## src/rtl/cp_bypass_ctrl.sv

```systemverilog
// Load-use hazard and EX bypass controller for the CP operand bypass network.
// Tracks the destination of the instruction in ID and registers bypass flags for the consumer.
module cp_bypass_ctrl #(
  parameter int RF_INDEX_WIDTH = 5,
  parameter bit LOAD_USE_STALL = 1'b1,
  parameter int CNT_WIDTH      = 16
) (
  input  logic                      iClk,
  input  logic                      iReset_n,
  input  logic                      iIF_Valid,
  input  logic [RF_INDEX_WIDTH-1:0] iIF_RF_Read_Addr_A,
  input  logic                      iIF_Read_A_En,
  input  logic [RF_INDEX_WIDTH-1:0] iIF_RF_Read_Addr_B,
  input  logic                      iIF_Read_B_En,
  input  logic [RF_INDEX_WIDTH-1:0] iIF_Dest_Addr,
  input  logic                      iIF_Dest_En,
  input  logic [1:0]                iIF_Dest_Src,
  input  logic                      iStall,
  input  logic                      iFlush,
  output logic                      oIF_BP_Bypass_Read_A,
  output logic                      oIF_BP_Bypass_Read_B,
  output logic [1:0]                oIF_BP_Bypass_Sel_A,
  output logic [1:0]                oIF_BP_Bypass_Sel_B,
  output logic                      oLoad_Use_Stall,
  output logic [CNT_WIDTH-1:0]      oStall_Count
);

  localparam logic [1:0] SRC_LSU = 2'd2;

  logic                      slot_vld_p1;
  logic [RF_INDEX_WIDTH-1:0] slot_dest_p1;
  logic [1:0]                slot_src_p1;

  logic match_a;
  logic match_b;
  logic hazard;
  logic slot_load_vld;

  function automatic logic [CNT_WIDTH-1:0] sat_inc(input logic [CNT_WIDTH-1:0] val);
    if (&val)
      return val;
    return val + {{(CNT_WIDTH-1){1'b0}}, 1'b1};
  endfunction

  // IF stage: compare the IF sources against the instruction held in ID
  assign match_a = iIF_Valid & iIF_Read_A_En & slot_vld_p1 &
                   (iIF_RF_Read_Addr_A == slot_dest_p1);
  assign match_b = iIF_Valid & iIF_Read_B_En & slot_vld_p1 &
                   (iIF_RF_Read_Addr_B == slot_dest_p1);
  assign hazard  = (match_a | match_b) & (slot_src_p1 == SRC_LSU) & LOAD_USE_STALL;

  // Zero-latency stall so fetch can hold IF in the same cycle; a flush kills the consumer anyway.
  assign oLoad_Use_Stall = hazard & ~iFlush;

  // r0 is hard-wired, so it is never entered into the slot as a valid producer.
  assign slot_load_vld = iIF_Valid & iIF_Dest_En & (iIF_Dest_Addr != '0);

  // ID stage: producer slot, registered bypass controls and stall counter
  always_ff @(posedge iClk) begin
    if (!iReset_n) begin
      slot_vld_p1          <= 1'b0;
      slot_dest_p1         <= '0;
      slot_src_p1          <= 2'd0;
      oIF_BP_Bypass_Read_A <= 1'b0;
      oIF_BP_Bypass_Read_B <= 1'b0;
      oIF_BP_Bypass_Sel_A  <= 2'd0;
      oIF_BP_Bypass_Sel_B  <= 2'd0;
      oStall_Count         <= '0;
    end else if (iFlush) begin
      slot_vld_p1          <= 1'b0;
      oIF_BP_Bypass_Read_A <= 1'b0;
      oIF_BP_Bypass_Read_B <= 1'b0;
      oIF_BP_Bypass_Sel_A  <= 2'd0;
      oIF_BP_Bypass_Sel_B  <= 2'd0;
    end else if (!iStall) begin
      if (oLoad_Use_Stall) begin
        // Bubble into ID; the replayed consumer picks the load up from WB instead.
        slot_vld_p1          <= 1'b0;
        oIF_BP_Bypass_Read_A <= 1'b0;
        oIF_BP_Bypass_Read_B <= 1'b0;
        oIF_BP_Bypass_Sel_A  <= 2'd0;
        oIF_BP_Bypass_Sel_B  <= 2'd0;
        oStall_Count         <= sat_inc(oStall_Count);
      end else begin
        oIF_BP_Bypass_Read_A <= match_a;
        oIF_BP_Bypass_Read_B <= match_b;
        oIF_BP_Bypass_Sel_A  <= match_a ? slot_src_p1 : 2'd0;
        oIF_BP_Bypass_Sel_B  <= match_b ? slot_src_p1 : 2'd0;
        slot_vld_p1          <= slot_load_vld;
        slot_dest_p1         <= iIF_Dest_Addr;
        slot_src_p1          <= iIF_Dest_Src;
      end
    end
  end

endmodule

```

## config.mk

```make
export PLATFORM = sky130hd
export DESIGN_NAME = cp_bypass_ctrl
export DESIGN_NICKNAME = d
export VERILOG_FILES = /design/src/rtl/cp_bypass_ctrl.sv
export SDC_FILE = /design/constraint.sdc
export NUM_CORES = 1
export LEC_CHECK = 0
export CORE_MARGIN = 8
export CORE_UTILIZATION = 46
export CTS_CLUSTER_DIAMETER = 100
export DETAILED_ROUTE_END_ITERATION = 8
export GPL_ROUTABILITY_DRIVEN = 0
export PLACE_DENSITY = 0.79
export SLEW_MARGIN = 5
export SYNTH_ARGS = -nofsm -noshare
export SYNTH_HDL_FRONTEND = slang
export SYNTH_SLANG_ARGS = --single-unit
```

## constraint.sdc

```tcl
create_clock -name iClk -period 2.3 [get_ports iClk]
set_input_delay 0.23 -clock iClk [delete_from_list [all_inputs] [get_ports iClk]]
set_output_delay 0.23 -clock iClk [all_outputs]
set_load 0.1 [all_outputs]
```

=== After elaboration in Yosys (flattened, before gate mapping) ===
Cells that the tools add are included.

* Register bits: 30
* Latch bits: 0
* Bits in writable memories: 0
* Memory bits (read-only): 0
* Input bits: 25
* Output and inout bits: 23
* Word-level logic and storage cells: 46
* Memories: 0

* Add/subtract/negate cells: 1
* Multipliers: 0
* Div/mod/pow operators: 0
* Magnitude comparators: 0
* Eq/ne operators: 4
* Shift-type cells: 0
* Mux-type cells: 13
* Bitwise gates (word level): 15
* Reductions and logical operators: 5

{| class="wikitable"
|+ Operators by type and width
! kind !! number
|-
| 16-bit by 1-bit adder with 16-bit output (second input constant) || 1
|-
| 16-bit two-way mux || 1
|-
| 16-bit AND reduction || 1
|-
| 1-bit AND || 10
|-
| 5-bit == test || 2
|-
| 1-bit two-way mux || 8
|-
| 2-bit two-way mux || 4
|-
| 5-bit nonzero test || 1
|-
| 1-bit NOT || 4
|-
| 4-bit AND reduction || 1
|-
| 3-bit AND reduction || 1
|-
| 2-bit == test (second input constant) || 1
|-
| 2-bit inequality test (second input constant) || 1
|-
| 2-bit OR reduction || 1
|-
| 1-bit OR || 1
|}

=== Longest topological paths before layout ===
* Word-level depth: 12
* Depth in mapped cells: 7
* Mapped depth without buffers: 7

=== Worst setup path after synthesis ===
Ideal clock, no wire load.

* Kind: register to register
* Start: reg slot_dest_p1[3]
* End: reg slot_vld_p1
* Library setup time: 0.242 ns
* Data arrival time: 3.391 ns
* Required time: 2.058 ns
* Setup slack: -1.333 ns
* Stages on the path, launching flop included: 7
* Buffers on the path: 0
* Clock period less this slack: 3.633 ns
* Cells stage by stage: dfxtp_1 > xnor2_1 > nand4_1 > nor3_4 > nor2_1 > nor3_1 > o22ai_1

* Word-level cells in the longest chain between the ends: 6
* Elaborated cells between the ends (all ways): 8
* Classes of those cells: 2 x eq/ne; 1 x mux; 5 x bitwise

{| class="wikitable"
|+ Ends and longest elaborated chain
! what !! RTL line !! text
|-
| start: declaration || 31 || <nowiki>logic [RF_INDEX_WIDTH-1:0] slot_dest_p1;</nowiki>
|-
| start signal: assignment || 90 || <nowiki>slot_dest_p1 <= iIF_Dest_Addr;</nowiki>
|-
| 5-bit == test (on tied branches) || 47, 49 ||
|-
| 1-bit AND (on tied branches) || 46, 48 ||
|-
| 1-bit OR * || 50 || <nowiki>assign hazard = (match_a | match_b) & (slot_src_p1 == SRC_LSU) & LOAD_USE_STALL;</nowiki>
|-
| 1-bit AND * || 50 ||
|-
| 1-bit AND * || 53 || <nowiki>assign oLoad_Use_Stall = hazard & ~iFlush;</nowiki>
|-
| named net oLoad_Use_Stall || 24 || <nowiki>output logic oLoad_Use_Stall,</nowiki>
|-
| 1-bit two-way mux * || 76 || <nowiki>if (oLoad_Use_Stall) begin</nowiki>
|-
| end signal: assignment || 89 || <nowiki>slot_vld_p1 <= slot_load_vld;</nowiki>
|-
| end: declaration || 30 || <nowiki>logic slot_vld_p1;</nowiki>
|}

Mark *: on every way through the listed nets, which the timed path passes. The rest lies on a longest branch.
A chain may end at the register's enable or synchronous reset.

=== Final worst setup path ===
* Start: in iIF_Valid
* End: out oLoad_Use_Stall

* Word-level cells in the longest chain between the ends: 6
* Elaborated cells between the ends (all ways): 9
* Classes of those cells: 9 x bitwise

{| class="wikitable"
|+ Ends and longest elaborated chain
! what !! RTL line !! text
|-
| start: declaration || 10 || <nowiki>input logic iIF_Valid,</nowiki>
|-
| 1-bit AND (on tied branches) (3 in a row) || 46, 48 ||
|-
| 1-bit OR * || 50 ||
|-
| 1-bit AND * || 50 ||
|-
| 1-bit AND * || 53 ||
|-
| end: declaration || 24 ||
|}

Every way passes the cells marked *; elsewhere a longest branch is shown, timed or not.

==> results.py <==
metrics = {
    "placed_design": {
        "placed_cell_area_mm2": 0.00212,
        "port_buffers": 47,
        "placed_cells": 279,
        "post-place-ws_ns": 0.0523,
        "hpwl_um": 3050,
    },
    "yosys": {
        "avgSynthCellArea_um2": 8.56,
        "synth-xor-area-share_pct": 7.83,
        "synthFlopType": "dfxtp_1",
        "synth-simple-area-share_pct": 29.6,
        "synth_top_family_by_area": "simple AND/OR/NAND/NOR gates",
        "syn_inst": 183,
        "yosys.cell_types.count": 44,
        "synth-seq-area-share_pct": 38.3,
        "synth.area.top_cells": "dfxtp_1 38%, xnor2_1 5.6%, nand2_1 5.5%",
        "synthAdderAreaFrac_pct": 0.799,
        "yosysTopAreaCellShare_pct": 38.3,
        "synth_area_mm2": 0.00157,
        "synth_edf_count": 0,
        "ys_async_sr_fraction_pct": 0,
        "yosys-mux-area-fraction_pct": 1.92,
        "yosysWarnings": 0,
        "synthesis.nets": 209,
        "synth_top_area_cell": "dfxtp_1",
        "synth_compound_area_share_pct": 18.4,
        "ys_ff_latch": 30,
    },
    "timing": {
        "slew-limit-headroom_pct": 62.7,
        "finalCritPeriodShare_pct": 94.0,
        "final.min_clock_period_ns": 2.16,
        "slew_violations": 0,
        "finClkSkew_ns": 0.00797,
        "worstMarginPinSlew_ns": 0.557,
        "timing.fmax_mhz": 463,
        "setup_viol": 0,
        "fin_ws_ns": 0.138,
        "hold_violations": 0,
    },
    "finish": {
        "drive_gt1_share_pct": 26.4,
        "finalNetCount": 267,
        "syn_to_final_growth_pct": 39.6,
        "final_util_pct": 66.1,
        "post_layout_nonfiller_instances": 288,
        "antennaDiodeCount": 0,
        "layout_common_cells": "34 x buf_4, 24 x clkdlybuf4s50_1, 23 x nand2_1",
        "fin_area_mm2": 0.00219,
        "final_common_cell": "buf_4",
    },
    "clocking": {
        "cts_buffers": 5,
        "clockRootBuffer": "clkbuf_4",
        "holdBufCountCts": 0,
        "cts_tree": "yes",
        "clock_sinks": 30,
        "htreeDepth": 2,
        "clockBufferDepth": 2,
        "clk_pin_slew_ns": 0.09,
        "clk-insertion-delay-late_ns": 0.32,
    },
    "worst_setup_path": {
        "critPathKind": "input pin to output port",
        "r2r_end": "oStall_Count[12]",
        "timing.rr.start": "slot_dest_p1[3]",
        "reg2reg_depth": 8,
        "startpoint": "iIF_Valid",
        "worst-endpoint-arrival_ns": 1.93,
        "crit_fanout": 3,
        "crit_path_end": "oLoad_Use_Stall",
        "crit_path_end_kind": "output port",
        "start_kind": "input pin",
        "r2r_slack_ns": 0.26,
        "critPathRequiredTime_ns": 2.07,
    },
    "die": {
        "placeableCoreArea_mm2": 0.00331,
        "die_area_mm2": 0.00553,
        "die_w_um": 74.4,
        "initial_core_util_pct": 47.3,
        "num_rows": 21,
        "io_pins": 48,
        "fp.dieH_um": 74.4,
    },
    "drt": {
        "drc": 0,
        "drt_iter0_drc": 59,
        "wl_per_cell_um": 13.3,
        "dr.pass1.iters": 4,
        "postRouteAntennaNets": 0,
        "dr_total_vias": 1466,
        "drt_wl_total_um": 3820,
        "vias_per_cell": 5.09,
    },
    "pwr": {
        "ir_worst_vdd_uv": 327,
        "power_density_mw_per_mm2": 438,
        "static-leakage-power_nw": 0.785,
        "total_power_w": 0.000959,
    },
    "global_route": {
        "overflow": 0,
        "grt_usage_pct": 14.2,
        "antenna_found_initial": 0,
        "grt_pass1_wl_um": 6140,
        "grt_max_degree": 20,
        "grt_pass1_vias": 1405,
    },
    "status": {
        "status": "finished clean",
    },
    "job": {
        "max-cap-violations": 0,
    },
    "min_path": {
        "hp-class": "flop to flop",
    },
}
sequential cells by signal (all words and copies together), names as in the netlist:
signal,count
oIF_BP_Bypass_Read_A,1
slot_src_p1,2
oIF_BP_Bypass_Sel_B,2
oIF_BP_Bypass_Read_B,1
slot_dest_p1,5
oIF_BP_Bypass_Sel_A,2
slot_vld_p1,1
oStall_Count,16
per-stage QoR:
stage	hold WS [ns]	setup TNS, ns
2_1_floorplan	0.360	0
6_report	0.470	0
3_3_place_gp	0.456	0
3_5_place_dp	0.458	0
4_1_cts	0.474	0
5_1_grt	0.476	-0.00718
critical path, stage by stage:
cell and delay [ns]:
clkdlybuf4s50_1 0.49, nand3_1 0.10, nor4_2 0.35, and2b_2 0.21, nor2_1 0.10, nor3_4 0.24, buf_12 0.21
worst min-delay path by stage:
stage                     slack, ns               to  cells after the start              from
after CTS                      0.47  oStall_Count[6]                      2   oStall_Count[6]
after global routing           0.48   slot_src_p1[1]                      3   iIF_Dest_Src[1]
after detailed placement       0.46  oStall_Count[6]                      2   oStall_Count[6]
after global placement         0.46  oStall_Count[6]                      2   oStall_Count[6]
final                          0.47  oStall_Count[6]                      2   oStall_Count[6]
after floorplan                0.36  slot_dest_p1[0]                      2  iIF_Dest_Addr[0]
cell type report:
class,count,area (µm²)
clock buffers,7,55.1
clock inverters,1,5.00
fillers,310,1120
inverters,3,11.3
multi-input cells,142,928
flip-flops and latches,30,614
well taps,46,57.6
repair buffers,59,515
report_power, final:
group          leakage (nW)  switching, W  internal, W  total, W
registers             0.248    0.00000777     0.000525  0.000533
logic                 0.502     0.0000434    0.0000614  0.000105
clock network        0.0353      0.000173     0.000148  0.000321
logic make-up after synthesis:
| group | count (synthesis) |
|---|---|
| multiplexers | 3 |
| XOR/XNOR | 14 |
| AND/OR/NAND/NOR | 84 |
| AO/OA/AOI/OAI | 40 |
| buffers and inverters | 11 |
| flip-flops | 30 |
| adder cells (fa/ha/maj) | 1 |
routing by layer:
metal  vias up  wire length (µm)  global-route usage, %
met5         -                 0                      0
met4         0                85                   7.17
met3         7               138                   3.77
met2        31              1850                   22.7
met1       657              1750                   17.1
li1        771                 -                      -
timing repair:
action	4_1_cts	5_1_grt
endpoints found under the setup margin	0	1
resized for setup	0	1
buffers inserted	0	1
cell usage after synthesis (2+ instances only):
cell and count:
a32oi_1 2, nor4_1 3, dfxtp_1 30, nand4_1 2, clkbuf_1 4, o31ai_1 3
mux2i_1 3, nand2b_1 4, nor2_1 10, and2_1 4, o21ai_0 13, buf_1 2
or2_2 2, xnor2_1 10, nor2b_1 2, a22oi_1 4, xor2_1 4, nor3_1 5
nand3_1 15, o21a_1 4, or3_1 3, or4_1 4, inv_1 3, nand2_1 23
a21boi_1 5
No activity file was read; power rests on OpenSTA's default activity.
